### src/rtl/ex_hazard_ctrl_pkg.sv
// Shared types for the EX-stage hazard controller: FSM state codes and the forwarding-select bundle.
package ex_hazard_ctrl_pkg;

  typedef logic [1:0] hz_state_e;

  localparam hz_state_e HZ_RUN     = 2'd0;
  localparam hz_state_e HZ_LDSTALL = 2'd1;
  localparam hz_state_e HZ_MEMWAIT = 2'd2;

  typedef struct packed {
    logic ex_s1;
    logic ex_s2;
    logic me_s1;
    logic me_s2;
  } fw_sel_t;

endpackage

### src/rtl/ex_hazard_ctrl_if.sv
// Pipeline-to-hazard-controller bundle: ID/EX/MEM qualifiers in, forwarding/stall/flush controls out.
interface ex_hazard_ctrl_if #(
  parameter int RegAddrW = 5,
  parameter int CntW     = 32
);

  logic                iID_valid;
  logic [RegAddrW-1:0] iID_rs1_addr;
  logic [RegAddrW-1:0] iID_rs2_addr;
  logic                iID_rs1_used;
  logic                iID_rs2_used;
  logic                iEX_valid;
  logic                iEX_wr_en;
  logic                iEX_is_load;
  logic [RegAddrW-1:0] iEX_rd_addr;
  logic                iME_valid;
  logic                iME_wr_en;
  logic [RegAddrW-1:0] iME_rd_addr;
  logic                iRedirect;
  logic                iMemBusy;

  logic                oFwExS1_en;
  logic                oFwExS2_en;
  logic                oFwMeS1_en;
  logic                oFwMeS2_en;
  logic                oStallIF;
  logic                oStallID;
  logic                oBubbleEX;
  logic                oStallEX;
  logic                oFlushID;
  logic [CntW-1:0]     oStallCnt;
  logic [CntW-1:0]     oFlushCnt;

  modport master (
    output iID_valid, iID_rs1_addr, iID_rs2_addr, iID_rs1_used, iID_rs2_used,
    output iEX_valid, iEX_wr_en, iEX_is_load, iEX_rd_addr,
    output iME_valid, iME_wr_en, iME_rd_addr, iRedirect, iMemBusy,
    input  oFwExS1_en, oFwExS2_en, oFwMeS1_en, oFwMeS2_en,
    input  oStallIF, oStallID, oBubbleEX, oStallEX, oFlushID,
    input  oStallCnt, oFlushCnt
  );

  modport slave (
    input  iID_valid, iID_rs1_addr, iID_rs2_addr, iID_rs1_used, iID_rs2_used,
    input  iEX_valid, iEX_wr_en, iEX_is_load, iEX_rd_addr,
    input  iME_valid, iME_wr_en, iME_rd_addr, iRedirect, iMemBusy,
    output oFwExS1_en, oFwExS2_en, oFwMeS1_en, oFwMeS2_en,
    output oStallIF, oStallID, oBubbleEX, oStallEX, oFlushID,
    output oStallCnt, oFlushCnt
  );

endinterface

### src/rtl/ex_hazard_ctrl_sat_counter.sv
// Event counter that sticks at all-ones instead of wrapping.
module sat_counter #(
  parameter int W = 32
) (
  input  logic         iClk,
  input  logic         nRst,
  input  logic         iInc,
  output logic [W-1:0] oCnt
);

  always_ff @(posedge iClk or negedge nRst) begin
    if (!nRst) begin
      oCnt <= '0;
    end else if (iInc && (oCnt != '1)) begin
      oCnt <= oCnt + 1'b1;
    end
  end

endmodule

### src/rtl/ex_hazard_ctrl.sv
// EX-stage hazard controller: registered forwarding selects, load-use bubble, memory freeze,
// redirect flush, and saturating stall/flush event counters.
module ex_hazard_ctrl
  import ex_hazard_ctrl_pkg::*;
#(
  parameter int RegAddrW = 5,
  parameter int CntW     = 32
) (
  input logic             iClk,
  input logic             nRst,
  ex_hazard_ctrl_if.slave hz
);

  logic [RegAddrW-1:0] srcAddr [2];
  logic [1:0]          srcUsed;
  logic [1:0]          exHit;
  logic [1:0]          meHit;
  logic                exWrites;
  logic                meWrites;
  logic                loadUse;

  hz_state_e stateReg;
  hz_state_e stateNext;
  fw_sel_t   fwReg;
  fw_sel_t   fwNext;

  logic stallIF;
  logic stallID;
  logic stallEX;
  logic bubbleEX;
  logic flushID;

  assign srcAddr[0] = hz.iID_rs1_addr;
  assign srcAddr[1] = hz.iID_rs2_addr;
  assign srcUsed    = {hz.iID_rs2_used, hz.iID_rs1_used};

  // x0 is hard-wired zero, so a write to it never produces a forwardable value.
  assign exWrites = hz.iEX_valid & hz.iEX_wr_en & (hz.iEX_rd_addr != '0);
  assign meWrites = hz.iME_valid & hz.iME_wr_en & (hz.iME_rd_addr != '0);

  generate
    for (genvar gi = 0; gi < 2; gi++) begin : gSrc
      assign exHit[gi] = srcUsed[gi] & exWrites & (srcAddr[gi] == hz.iEX_rd_addr);
      assign meHit[gi] = srcUsed[gi] & meWrites & (srcAddr[gi] == hz.iME_rd_addr) & ~exHit[gi];
    end
  endgenerate

  // Once the single bubble is in, the load has left EX; masking in LDSTALL keeps it to one.
  assign loadUse = hz.iID_valid & hz.iEX_is_load & (|exHit) & (stateReg != HZ_LDSTALL);

  always_comb begin
    stallIF   = 1'b0;
    stallID   = 1'b0;
    stallEX   = 1'b0;
    bubbleEX  = 1'b0;
    flushID   = 1'b0;
    stateNext = HZ_RUN;
    if (hz.iMemBusy) begin
      stallIF   = 1'b1;
      stallID   = 1'b1;
      stallEX   = 1'b1;
      stateNext = HZ_MEMWAIT;
    end else if (hz.iRedirect) begin
      flushID  = 1'b1;
      bubbleEX = 1'b1;
    end else if (loadUse) begin
      stallIF  = 1'b1;
      stallID  = 1'b1;
      bubbleEX = 1'b1;
      if (stateReg == HZ_RUN) begin
        stateNext = HZ_LDSTALL;
      end
    end
  end

  always_comb begin
    fwNext = fwReg;
    if (!hz.iMemBusy) begin
      if (bubbleEX | flushID | !hz.iID_valid) begin
        fwNext = '0;
      end else begin
        fwNext.ex_s1 = exHit[0];
        fwNext.ex_s2 = exHit[1];
        fwNext.me_s1 = meHit[0];
        fwNext.me_s2 = meHit[1];
      end
    end
  end

  always_ff @(posedge iClk or negedge nRst) begin
    if (!nRst) begin
      stateReg <= HZ_RUN;
      fwReg    <= '0;
    end else begin
      stateReg <= stateNext;
      fwReg    <= fwNext;
    end
  end

  assign hz.oFwExS1_en = fwReg.ex_s1;
  assign hz.oFwExS2_en = fwReg.ex_s2;
  assign hz.oFwMeS1_en = fwReg.me_s1;
  assign hz.oFwMeS2_en = fwReg.me_s2;
  assign hz.oStallIF   = stallIF;
  assign hz.oStallID   = stallID;
  assign hz.oStallEX   = stallEX;
  assign hz.oBubbleEX  = bubbleEX;
  assign hz.oFlushID   = flushID;

  sat_counter #(.W(CntW)) uStallCnt (
    .iClk (iClk),
    .nRst (nRst),
    .iInc (stallID),
    .oCnt (hz.oStallCnt)
  );

  sat_counter #(.W(CntW)) uFlushCnt (
    .iClk (iClk),
    .nRst (nRst),
    .iInc (flushID),
    .oCnt (hz.oFlushCnt)
  );

endmodule
### src/flat_wrapper.sv
// flat-port wrapper written by rule: the top's interface ports become plain ports
module ex_hazard_ctrl_flat import ex_hazard_ctrl_pkg::*;
#(
  parameter int RegAddrW = 5,
  parameter int CntW     = 32
)
  (iClk, nRst, hz_iID_valid, hz_iID_rs1_addr, hz_iID_rs2_addr, hz_iID_rs1_used, hz_iID_rs2_used, hz_iEX_valid, hz_iEX_wr_en, hz_iEX_is_load, hz_iEX_rd_addr, hz_iME_valid, hz_iME_wr_en, hz_iME_rd_addr, hz_iRedirect, hz_iMemBusy, hz_oFwExS1_en, hz_oFwExS2_en, hz_oFwMeS1_en, hz_oFwMeS2_en, hz_oStallIF, hz_oStallID, hz_oBubbleEX, hz_oStallEX, hz_oFlushID, hz_oStallCnt, hz_oFlushCnt);
  ex_hazard_ctrl_if #(.RegAddrW(RegAddrW), .CntW(CntW)) hz_i ();
  input logic iClk;
  input logic nRst;
  input wire logic [$bits(hz_i.iID_valid)-1:0] hz_iID_valid;
  input wire logic [$bits(hz_i.iID_rs1_addr)-1:0] hz_iID_rs1_addr;
  input wire logic [$bits(hz_i.iID_rs2_addr)-1:0] hz_iID_rs2_addr;
  input wire logic [$bits(hz_i.iID_rs1_used)-1:0] hz_iID_rs1_used;
  input wire logic [$bits(hz_i.iID_rs2_used)-1:0] hz_iID_rs2_used;
  input wire logic [$bits(hz_i.iEX_valid)-1:0] hz_iEX_valid;
  input wire logic [$bits(hz_i.iEX_wr_en)-1:0] hz_iEX_wr_en;
  input wire logic [$bits(hz_i.iEX_is_load)-1:0] hz_iEX_is_load;
  input wire logic [$bits(hz_i.iEX_rd_addr)-1:0] hz_iEX_rd_addr;
  input wire logic [$bits(hz_i.iME_valid)-1:0] hz_iME_valid;
  input wire logic [$bits(hz_i.iME_wr_en)-1:0] hz_iME_wr_en;
  input wire logic [$bits(hz_i.iME_rd_addr)-1:0] hz_iME_rd_addr;
  input wire logic [$bits(hz_i.iRedirect)-1:0] hz_iRedirect;
  input wire logic [$bits(hz_i.iMemBusy)-1:0] hz_iMemBusy;
  output wire logic [$bits(hz_i.oFwExS1_en)-1:0] hz_oFwExS1_en;
  output wire logic [$bits(hz_i.oFwExS2_en)-1:0] hz_oFwExS2_en;
  output wire logic [$bits(hz_i.oFwMeS1_en)-1:0] hz_oFwMeS1_en;
  output wire logic [$bits(hz_i.oFwMeS2_en)-1:0] hz_oFwMeS2_en;
  output wire logic [$bits(hz_i.oStallIF)-1:0] hz_oStallIF;
  output wire logic [$bits(hz_i.oStallID)-1:0] hz_oStallID;
  output wire logic [$bits(hz_i.oBubbleEX)-1:0] hz_oBubbleEX;
  output wire logic [$bits(hz_i.oStallEX)-1:0] hz_oStallEX;
  output wire logic [$bits(hz_i.oFlushID)-1:0] hz_oFlushID;
  output wire logic [$bits(hz_i.oStallCnt)-1:0] hz_oStallCnt;
  output wire logic [$bits(hz_i.oFlushCnt)-1:0] hz_oFlushCnt;
  assign hz_i.iID_valid = hz_iID_valid;
  assign hz_i.iID_rs1_addr = hz_iID_rs1_addr;
  assign hz_i.iID_rs2_addr = hz_iID_rs2_addr;
  assign hz_i.iID_rs1_used = hz_iID_rs1_used;
  assign hz_i.iID_rs2_used = hz_iID_rs2_used;
  assign hz_i.iEX_valid = hz_iEX_valid;
  assign hz_i.iEX_wr_en = hz_iEX_wr_en;
  assign hz_i.iEX_is_load = hz_iEX_is_load;
  assign hz_i.iEX_rd_addr = hz_iEX_rd_addr;
  assign hz_i.iME_valid = hz_iME_valid;
  assign hz_i.iME_wr_en = hz_iME_wr_en;
  assign hz_i.iME_rd_addr = hz_iME_rd_addr;
  assign hz_i.iRedirect = hz_iRedirect;
  assign hz_i.iMemBusy = hz_iMemBusy;
  assign hz_oFwExS1_en = hz_i.oFwExS1_en;
  assign hz_oFwExS2_en = hz_i.oFwExS2_en;
  assign hz_oFwMeS1_en = hz_i.oFwMeS1_en;
  assign hz_oFwMeS2_en = hz_i.oFwMeS2_en;
  assign hz_oStallIF = hz_i.oStallIF;
  assign hz_oStallID = hz_i.oStallID;
  assign hz_oBubbleEX = hz_i.oBubbleEX;
  assign hz_oStallEX = hz_i.oStallEX;
  assign hz_oFlushID = hz_i.oFlushID;
  assign hz_oStallCnt = hz_i.oStallCnt;
  assign hz_oFlushCnt = hz_i.oFlushCnt;
  ex_hazard_ctrl #(.RegAddrW(RegAddrW), .CntW(CntW)) u_core (.iClk(iClk), .nRst(nRst), .hz(hz_i));
endmodule
### config.mk
export PLATFORM = sky130hd
export DESIGN_NAME = ex_hazard_ctrl_flat
export DESIGN_NICKNAME = d
export VERILOG_FILES = /design/src/rtl/ex_hazard_ctrl_pkg.sv /design/src/rtl/ex_hazard_ctrl_if.sv /design/src/rtl/ex_hazard_ctrl_sat_counter.sv /design/src/rtl/ex_hazard_ctrl.sv /design/src/flat_wrapper.sv
export SDC_FILE = /design/constraint.sdc
export NUM_CORES = 1
export LEC_CHECK = 0
export CAP_MARGIN = 10
export CELL_PAD_IN_SITES_DETAIL_PLACEMENT = 2
export CELL_PAD_IN_SITES_GLOBAL_PLACEMENT = 2
export CORE_MARGIN = 1.5
export CORE_UTILIZATION = 30
export DETAILED_ROUTE_END_ITERATION = 7
export PLACE_DENSITY_LB_ADDON = 0.1
export SLEW_MARGIN = 20
export SYNTH_ARGS = -nofsm -noshare
export SYNTH_HDL_FRONTEND = slang
export SYNTH_SLANG_ARGS = --single-unit
export TNS_END_PERCENT = 50
### constraint.sdc
create_clock -name iClk -period 2.4 [get_ports iClk]
set_input_delay 0.36 -clock iClk [delete_from_list [all_inputs] [get_ports iClk]]
set_output_delay 0.36 -clock iClk [all_outputs]
set_load 0.01 [all_outputs]
Word level (Yosys, flattened, before mapping):

Cells that the tools add are included.

* bits in registers: 70
* latch bits: 0
* RAM bits: 0
* bits in read-only memories: 0
* input bits: 32
* output and inout port bits: 73
* word-level logic and storage cells: 57
* memories kept: 0

* add/sub/neg operators: 2
* multiply operators: 0
* div/mod/pow operators: 0
* magnitude comparators: 0
* eq/ne operators: 7
* shifts and indexed selects: 0
* multiplexer cells: 13
* bitwise gates (word level): 21
* reduce and logical (&&, ||, !) cells: 7

Operator list (count)
* adder 32 x 1 -> 32 bit (second input constant): 2
* inequality test 32 bit (second input constant): 2
* == test 5 bit: 4
* AND 1 bit: 17
* nonzero test 5 bit: 2
* two-way mux 1 bit: 9
* two-way mux 2 bit: 3
* two-way mux 4 bit: 1
* logical AND 1 bit: 2
* logical NOT 2 bit: 1
* inequality test 2 x 1 -> 1 bit (second input constant): 1
* NOT 1 bit: 2
* OR 1 bit: 2
* OR reduction 2 bit: 1
* logical NOT 1 bit: 1

Logic depth before layout (Yosys ltp):

Gate-level depths: netlist of the first run.

* depth after elaboration: 13
* gate-level depth with buffers: 8
* depth with buffers taken out: 7

Hierarchy:

A second synthesis of the first run with hierarchy kept.

* cells, all modules: 367
* area total of the unflattened synthesis: 3842.4 sq um

Modules (own cells, without submodules)
* sat_counter: instances 2, cells an instance 151, area each 1624.1 sq um, sequential area each 800.8 sq um
* ex_hazard_ctrl: instances 1, cells an instance 65, area each 594.3 sq um, sequential area each 150.1 sq um

Least setup slack after synthesis of the first run:

Ideal clock, no wire load.

* kind: input -> output
* start point: input port hz_iEX_rd_addr[3]
* end point: output port hz_oStallIF
* data arrival time: 1906 ps
* required time: 2040 ps
* slack: 134 ps
* stages on the path: 7
* path buffers: 2
* cell sequence: xor2_1 > nor4_2 > nand3_1 > a2111oi_4 > buf_2 > or2_2 > buf_4

* longest elaborated chain between the ends: 10
* elaborated cells on any way between the ends: 14
* classes of those cells: eq/ne: 2; mux: 3; bitwise: 7; reduce/logical: 2

Ends and longest elaborated chain
* from (decl): line flat_wrapper.sv:19 `input wire logic [$bits(hz_i.iEX_rd_addr)-1:0] hz_iEX_rd_addr;`
* nonzero test 5 bit: line ex_hazard_ctrl.sv:38 `assign exWrites = hz.iEX_valid & hz.iEX_wr_en & (hz.iEX_rd_addr != '0);`
* AND 1 bit: line ex_hazard_ctrl.sv:38
* AND 1 bit (2 in a row): line ex_hazard_ctrl.sv:43 `assign exHit[gi] = srcUsed[gi] & exWrites & (srcAddr[gi] == hz.iEX_rd_addr);`
* OR reduction 2 bit *: line ex_hazard_ctrl.sv:49 `assign loadUse = hz.iID_valid & hz.iEX_is_load & (|exHit) & (stateReg != HZ_LDSTALL);`
* AND 1 bit * (2 in a row): line ex_hazard_ctrl.sv:49
* two-way mux 1 bit * (3 in a row)
* to (decl): line flat_wrapper.sv:29 `output wire logic [$bits(hz_i.oStallIF)-1:0] hz_oStallIF;`

Mark *: on every way between the ends. The rest lies on a longest branch, timed or not.

Worst setup path in the final report of the first run:

* start point: input port hz_iID_rs1_addr[0]
* end point: output port hz_oStallIF

* longest elaborated chain between the ends: 8

Ends and longest elaborated chain
* from (decl): line flat_wrapper.sv:12 `input wire logic [$bits(hz_i.iID_rs1_addr)-1:0] hz_iID_rs1_addr;`
* == test 5 bit: line ex_hazard_ctrl.sv:43
* AND 1 bit: line ex_hazard_ctrl.sv:43
* OR reduction 2 bit: line ex_hazard_ctrl.sv:49
* AND 1 bit (2 in a row): line ex_hazard_ctrl.sv:49
* two-way mux 1 bit: line ex_hazard_ctrl.sv:66 `end else if (loadUse) begin`
* two-way mux 1 bit: line ex_hazard_ctrl.sv:63 `end else if (hz.iRedirect) begin`
* two-way mux 1 bit: line ex_hazard_ctrl.sv:58 `if (hz.iMemBusy) begin`

Every way passes these cells.

==> metrics.txt, run 1 <==
Routed WL per cell 18.36 microns; count of H-tree levels built during CTS 3; largest driver fanout on the critical path 2; Req. time, crit path 2.04 ns; sum of negative setup slack 0 ns; vertical die dimension 113.3 microns; final net count 518; flop and latch count out of synthesis 70; start point of the critical path hz_iID_rs1_addr[0]; category of the most critical setup path in -> out; Yosys warning count 0; Worst VDD drop 0.0003897 V; total clock sinks 70; Die Outline Area 12,830 sq um; Worst setup SP type primary input; Initial Util 30.62%; number of cells produced by synthesis 338; pin slew with the least headroom to its limit 0.3968 ns; vias in the first global route 3,533; Final setup violation count 0; I/O pin count 105; Avg Vias per Cell 5.074; maximum clock insertion buffer count 2; crit path capture type output port; fill cell count 1,293; number of enable-type register cells in the synthesized netlist 0; number of buffers added by the clock tree synthesis step 9; met1 wire length 4747 microns; cell at the root of the clock tree clkbuf_16; length of the first detailed-routing pass in iterations 6; leakage power 2.333 nW; routability-driven placement congestion ratio 0.8828; part of the Yosys area used for sequential elements 48.03%; Final Non-Filler Cells 636; prevailing post-synth register cell dfrtp_1; pre-CTS worst setup slack -0.7227 ns; first-pass GRT wire length 19,040 microns; worst clock skew 0.007682 ns; number of cells in the design after placement 613; placed wire-length estimate after detailed placement 8230 microns; number of endpoints with negative hold slack in the final report 0; Via Count 3,227; depth of the worst register-to-register path 8; final critical path time including I/O delays and setup 2.353 ns; cell breakdown of the critical path buf_4 -> xor2_2 -> nor4_2 -> nand3_1 -> a2111oi_4 -> or2_4 -> buf_2; antenna-violating nets left 0; GR Overflow Total 0; routed length on met2 6291 microns; input/output buffers 104; number of different library cells in the post-synthesis netlist 38; post-detailed-routing wire length 11,680 microns; clock tree from TritonCTS yes; synthesized netlist net count 372; row cnt 40; commonest non-fill, non-tap cell in the layout clkdlybuf4s50_1; standard cell core area 11,910 sq um; clock transition at the register clock pins on the worst setup and hold paths after CTS 0.05 ns; global-route usage over all layers 19.24%; worst slew margin relative to its limit 73.55%; antenna violations before repair 1; Power Dens Cells 635.3 nW/um^2; area growth from synthesis to layout 48.92%; share of cells above drive strength 1 16.39%; Post-Synthesis Mean Instance Area 10.79 sq um; # DRC 0; area of all placed cells without fillers 5431 sq um; maximum single-stage delay on the critical path 0.44 ns; launching point of the worst reg2reg path u_core.uFlushCnt.oCnt[24]; peak clock frequency supported by timing 424.9 MHz; most frequent cells in the layout clkdlybuf4s50_1 (86), dfrtp_1 (70), xnor2_1 (58), buf_4 (44), and3_1 (28); FFs w/ async S/R, synth 100.0%; final critical-path share of the clock period 98.06%; summed instance area of the synthesized netlist 3647 sq um; Clock Latency Late Sink 0.33 ns; data arrival time of the critical path 1.99 ns; run status completed; final slew viol count 0; chip width 113.3 microns; wire length on met3 439 microns; area post-placement 5091 sq um; pin count of the biggest net entering global routing 71; class of the tightest hold or removal check in -> async; number of DRC markers after the initial detailed-route iteration 72; slowest stage cell, crit path a2111oi_4; setup slack after layout 0.04656 ns; total power 0.003450 W; count of maximum capacitance violations 0; Max Used Layer met4
## layer usage
| layer | GRT usage (%) | vias up |
|---|---|---|
| li1 | - | 1513 |
| met1 | 21.79 | 1638 |
| met2 | 34.55 | 64 |
| met3 | 5.892 | 12 |
| met4 | 6.250 | 0 |
| met5 | 0 | - |
## sequential cells by signal, indices dropped and copies added, names as in the netlist
| register | count |
|---|---|
| u_core.hz.oFwExS1_en | 1 |
| u_core.hz.oFwExS2_en | 1 |
| u_core.uFlushCnt.oCnt | 32 |
| u_core.stateReg | 2 |
| u_core.uStallCnt.oCnt | 32 |
| u_core.hz.oFwMeS2_en | 1 |
| u_core.hz.oFwMeS1_en | 1 |
## layout make-up
type / count / area (sq um) / area share, %
Multi-Input combinational cell: 250 / 1851 / 34.07
Sequential cell: 70 / 1752 / 32.25
Timing Repair Buffer: 148 / 1340 / 24.67
Clock buffer: 14 / 254.0 / 4.676
Tap cell: 147 / 183.9 / 3.386
Clock inverter: 1 / 30.03 / 0.5529
Inverter: 5 / 18.77 / 0.3455
Antenna cell: 1 / 2.502 / 0.04607
## cell usage after synthesis (5+ instances only)
cell	number	area, sq um
and2_1	5	31.28
o211ai_1	16	120.1
nand2_1	19	71.32
inv_1	5	18.77
dfrtp_1	70	1752
and3_1	28	175.2
clkbuf_1	7	26.28
o2111ai_1	16	140.1
xnor2_1	59	516.8
xor2_1	22	192.7
and4_1	6	52.55
a21oi_1	5	25.02
nand4_1	10	62.56
nor2_1	10	37.54
nand3_1	19	95.09
## worst max-delay path: cells and delay by family
kind / cells / cell delay, ns
AND/OR/NAND/NOR: 3 / 0.77
AO/OA/AOI/OAI: 1 / 0.44
XOR/XNOR: 1 / 0.17
buffers and inverters: 2 / 0.25
## final timing paths
path | endpoint | slack, ns
worst min register to register | u_core.stateReg[0] | 0.43
min in group iClk | u_core.stateReg[0] | 0.43
worst max register to register | u_core.uFlushCnt.oCnt[15] | 0.35
max in group asynchronous | u_core.uFlushCnt.oCnt[13] | 2.03
worst max-delay path | hz_oStallIF | 0.05
worst min-delay path | u_core.uStallCnt.oCnt[4] | 0.04
## metrics by stage
stage | hold WS (ns) | utilization [%]
final | 0.04213 | 45.60
after detailed placement | 0.4214 | 42.74
after global placement | 0.4135 | 42.74
after floorplan | 0.06441 | -
after global routing | 0.06991 | 45.60
after CTS | 0.05610 | 45.66
## cells by family after synthesis
family / share of synthesized area [%]
and+or+nand+nor: 18.42
xor gates and xnor gates: 19.45
DFF: 48.03
AOI/OAI and AO/OA: 10.46
buffers and inverters: 2.333
muxes: 0.6175
adders and majority gates: 0.6860
## where the power goes
| part | internal [W] | total (W) | switching, W |
|---|---|---|---|
| clock | 0.000828 | 0.00130 | 0.000471 |
| sequential | 0.00129 | 0.00143 | 0.000138 |
| combinational | 0.000407 | 0.000725 | 0.000318 |
## repair_timing
item | 4_1_cts | 5_1_grt
setup endpoints to repair | 35 | 5
resized for setup | 35 | 22
pin swaps | 10 | 10
hold buffers | 0 | 0
endpoints found under the hold margin | 0 | 0
setup buffers | 7 | 1
No activity file was read; power rests on OpenSTA's default activity.
==> inputs of run 2 (changes only) <==
- RECOVER_POWER: unset -> 50
==> run 2 against run 1 <==
- setup slack improved by 0.00087 ns
- register-to-register slack about the same
- clock skew grew 0.0013 ns
- design area shrank 0.32%
- the run now ends with capacitance limit, slew limit left
- clock-buffer cell count is the same
- final cell count unchanged
- clock power about the same
- routed wire length decreased by 0.15%
- via count unchanged
- critical path depth unchanged
==> metrics.txt, run 2 (same netlist as run 1, synthesis figures left out) <==
run status complete, but fails checks; violations in the final reports capacitance limit, slew limit; data arrival time of the critical path 1.99 ns; number of endpoints with negative hold slack in the final report 0; total clock sinks 70; standard cell core area 11,910 sq um; Logic pwr share 20.9%; Final setup violation count 0; Clock Latency Late Sink 0.33 ns; length of the first detailed-routing pass in iterations 6; class of the tightest hold or removal check reg -> reg; slowest stage cell, crit path a2111oi_4; pin count of the biggest net entering global routing 71; clock transition at the register clock pins on the worst setup and hold paths after CTS 0.05 ns; registers with the most flip-flops u_core.uFlushCnt.oCnt (32), u_core.uStallCnt.oCnt (32), u_core.stateReg (2); row cnt 40; final net count 518; peak clock frequency supported by timing 425.1 MHz; number of buffers added by the clock tree synthesis step 9; category of the most critical setup path in -> out; Avg Vias per Cell 5.074; Worst setup SP type primary input; cell breakdown of the critical path buf_4 -> xor2_2 -> nor4_2 -> nand3_1 -> a2111oi_4 -> or2_4 -> buf_2; maximum clock insertion buffer count 2; global-route usage over all layers 19.24%; final critical path time including I/O delays and setup 2.353 ns; placed wire-length estimate after detailed placement 8230 microns; capture point of the worst reg-to-reg path u_core.uFlushCnt.oCnt[15]; Switching Share 26.85%; Req. time, crit path 2.04 ns; first-pass GRT wire length 19,040 microns; antenna violations before repair 1; Clock Power Share 37.6%; Worst VDD drop 0.0003897 V; setup slack after layout 0.04743 ns; largest driver fanout on the critical path 2; clock tree from TritonCTS yes; total of hold buffers inserted after clock tree synthesis 0; post-detailed-routing wire length 11,660 microns; Initial Util 30.62%; Reg power frac 41.4%; final slew viol count 71; most frequent cells in the layout dfrtp_1 (70), xnor2_1 (58), clkdlybuf4s50_1 (51), buf_4 (43), dlygate4sd3_1 (35); count of maximum capacitance violations 1; # DRC 0; Via Count 3,227; commonest non-fill, non-tap cell in the layout dfrtp_1; antenna-violating nets left 0; final critical-path share of the clock period 98.02%; GR Overflow Total 0; vertical die dimension 113.3 microns; maximum single-stage delay on the critical path 0.44 ns; worst reg2reg setup slack 0.35 ns; endpoint of the most critical setup path hz_oStallIF; I/O pin count 105; pin slew with the least headroom to its limit 1.813 ns; leakage power 2.443 nW; total net switching power 0.0009250 W; input/output buffers 104; routability-driven placement congestion ratio 0.8828; Cell Int Power 0.002520 W; vias in the first global route 3,533; area growth from synthesis to layout 48.44%; worst clock skew 0.008964 ns; Routed WL per cell 18.34 microns; crit path capture type output port; start point of the critical path hz_iID_rs1_addr[0]; share of cells above drive strength 1 16.39%; worst slew margin relative to its limit -20.90%; depth of the worst register-to-register path 8; hold slack 0.4253 ns; Power Dens Cells 636.4 nW/um^2; number of DRC markers after the initial detailed-route iteration 82; cell at the root of the clock tree clkbuf_16; Die Outline Area 12,830 sq um; launching point of the worst reg2reg path u_core.uFlushCnt.oCnt[24]; chip width 113.3 microns; pre-CTS worst setup slack -0.7227 ns; count of H-tree levels built during CTS 3
## run 2: worst max-delay path, delay by kind of cell
kind            cells  cell delay [ns]
simple gates        3             0.77
compound gates      1             0.44
buf+inv             2             0.25
xor+xnor            1             0.17
## run 2: stage by stage
stage,power (W),cells,utilization [%],cell area (sq um),setup TNS (ns)
after floorplan,0.001704,338,-,3647,0
after global placement,0.002153,613,42.74,5091,-15.95
after detailed placement,0.002182,613,42.74,5091,-17.06
after CTS,0.003526,635,45.66,5439,-0.04435
after global routing,0.003636,636,45.45,5414,-0.01793
final,0.003445,636,45.45,5414,0
## run 2: power by group through the flow
| stage | registers (W) | clock network, W | logic, W |
|---|---|---|---|
| after CTS | 0.00143 | 0.00136 | 0.000740 |
| after global placement | 0.00144 | 0 | 0.000712 |
| after floorplan | 0.00148 | 0 | 0.000227 |
| after global routing | 0.00145 | 0.00140 | 0.000786 |
| final | 0.00143 | 0.00130 | 0.000722 |
| after detailed placement | 0.00145 | 0 | 0.000733 |
## run 2: area by class of cell
| class | count | area [sq um] |
|---|---|---|
| fill | 1296 | 6497 |
| multi-input combinational | 250 | 1851 |
| sequential | 70 | 1752 |
| timing repair buffer | 148 | 1323 |
| clock buffer | 14 | 254.0 |
| tap | 147 | 183.9 |
| clock inverter | 1 | 30.03 |
| inverter | 5 | 18.77 |
| antenna | 1 | 2.502 |
## run 2: worst min-delay path by stage
stage                             from                       end  slack [ns]  cells past startpoint
finish              u_core.stateReg[1]        u_core.stateReg[0]        0.43                      1
global route        u_core.stateReg[1]        u_core.stateReg[0]        0.45                      1
CTS                               nRst  u_core.uStallCnt.oCnt[6]        0.06                      2
detailed placement                nRst  u_core.uStallCnt.oCnt[6]        0.42                      2
global placement    u_core.stateReg[1]        u_core.stateReg[0]        0.41                      1
floorplan                         nRst      u_core.hz.oFwExS1_en        0.06                      0
## run 2: timing repair
item	CTS	global route
setup buffers	7	1
setup endpoints to repair	35	5
resized for setup	35	22
pin swaps	10	10
## run 2: layer usage
metal | up-vias | track usage [%] | wire length [microns] | part of all wire (%)
met1 | 1633 | 21.79 | 4736 | 41
met4 | 0 | 6.250 | 169 | 1.4
li1 | 1516 | - | - | -
met2 | 67 | 34.55 | 6313 | 54
met3 | 11 | 5.892 | 443 | 3.8
met5 | - | 0 | 0 | 0
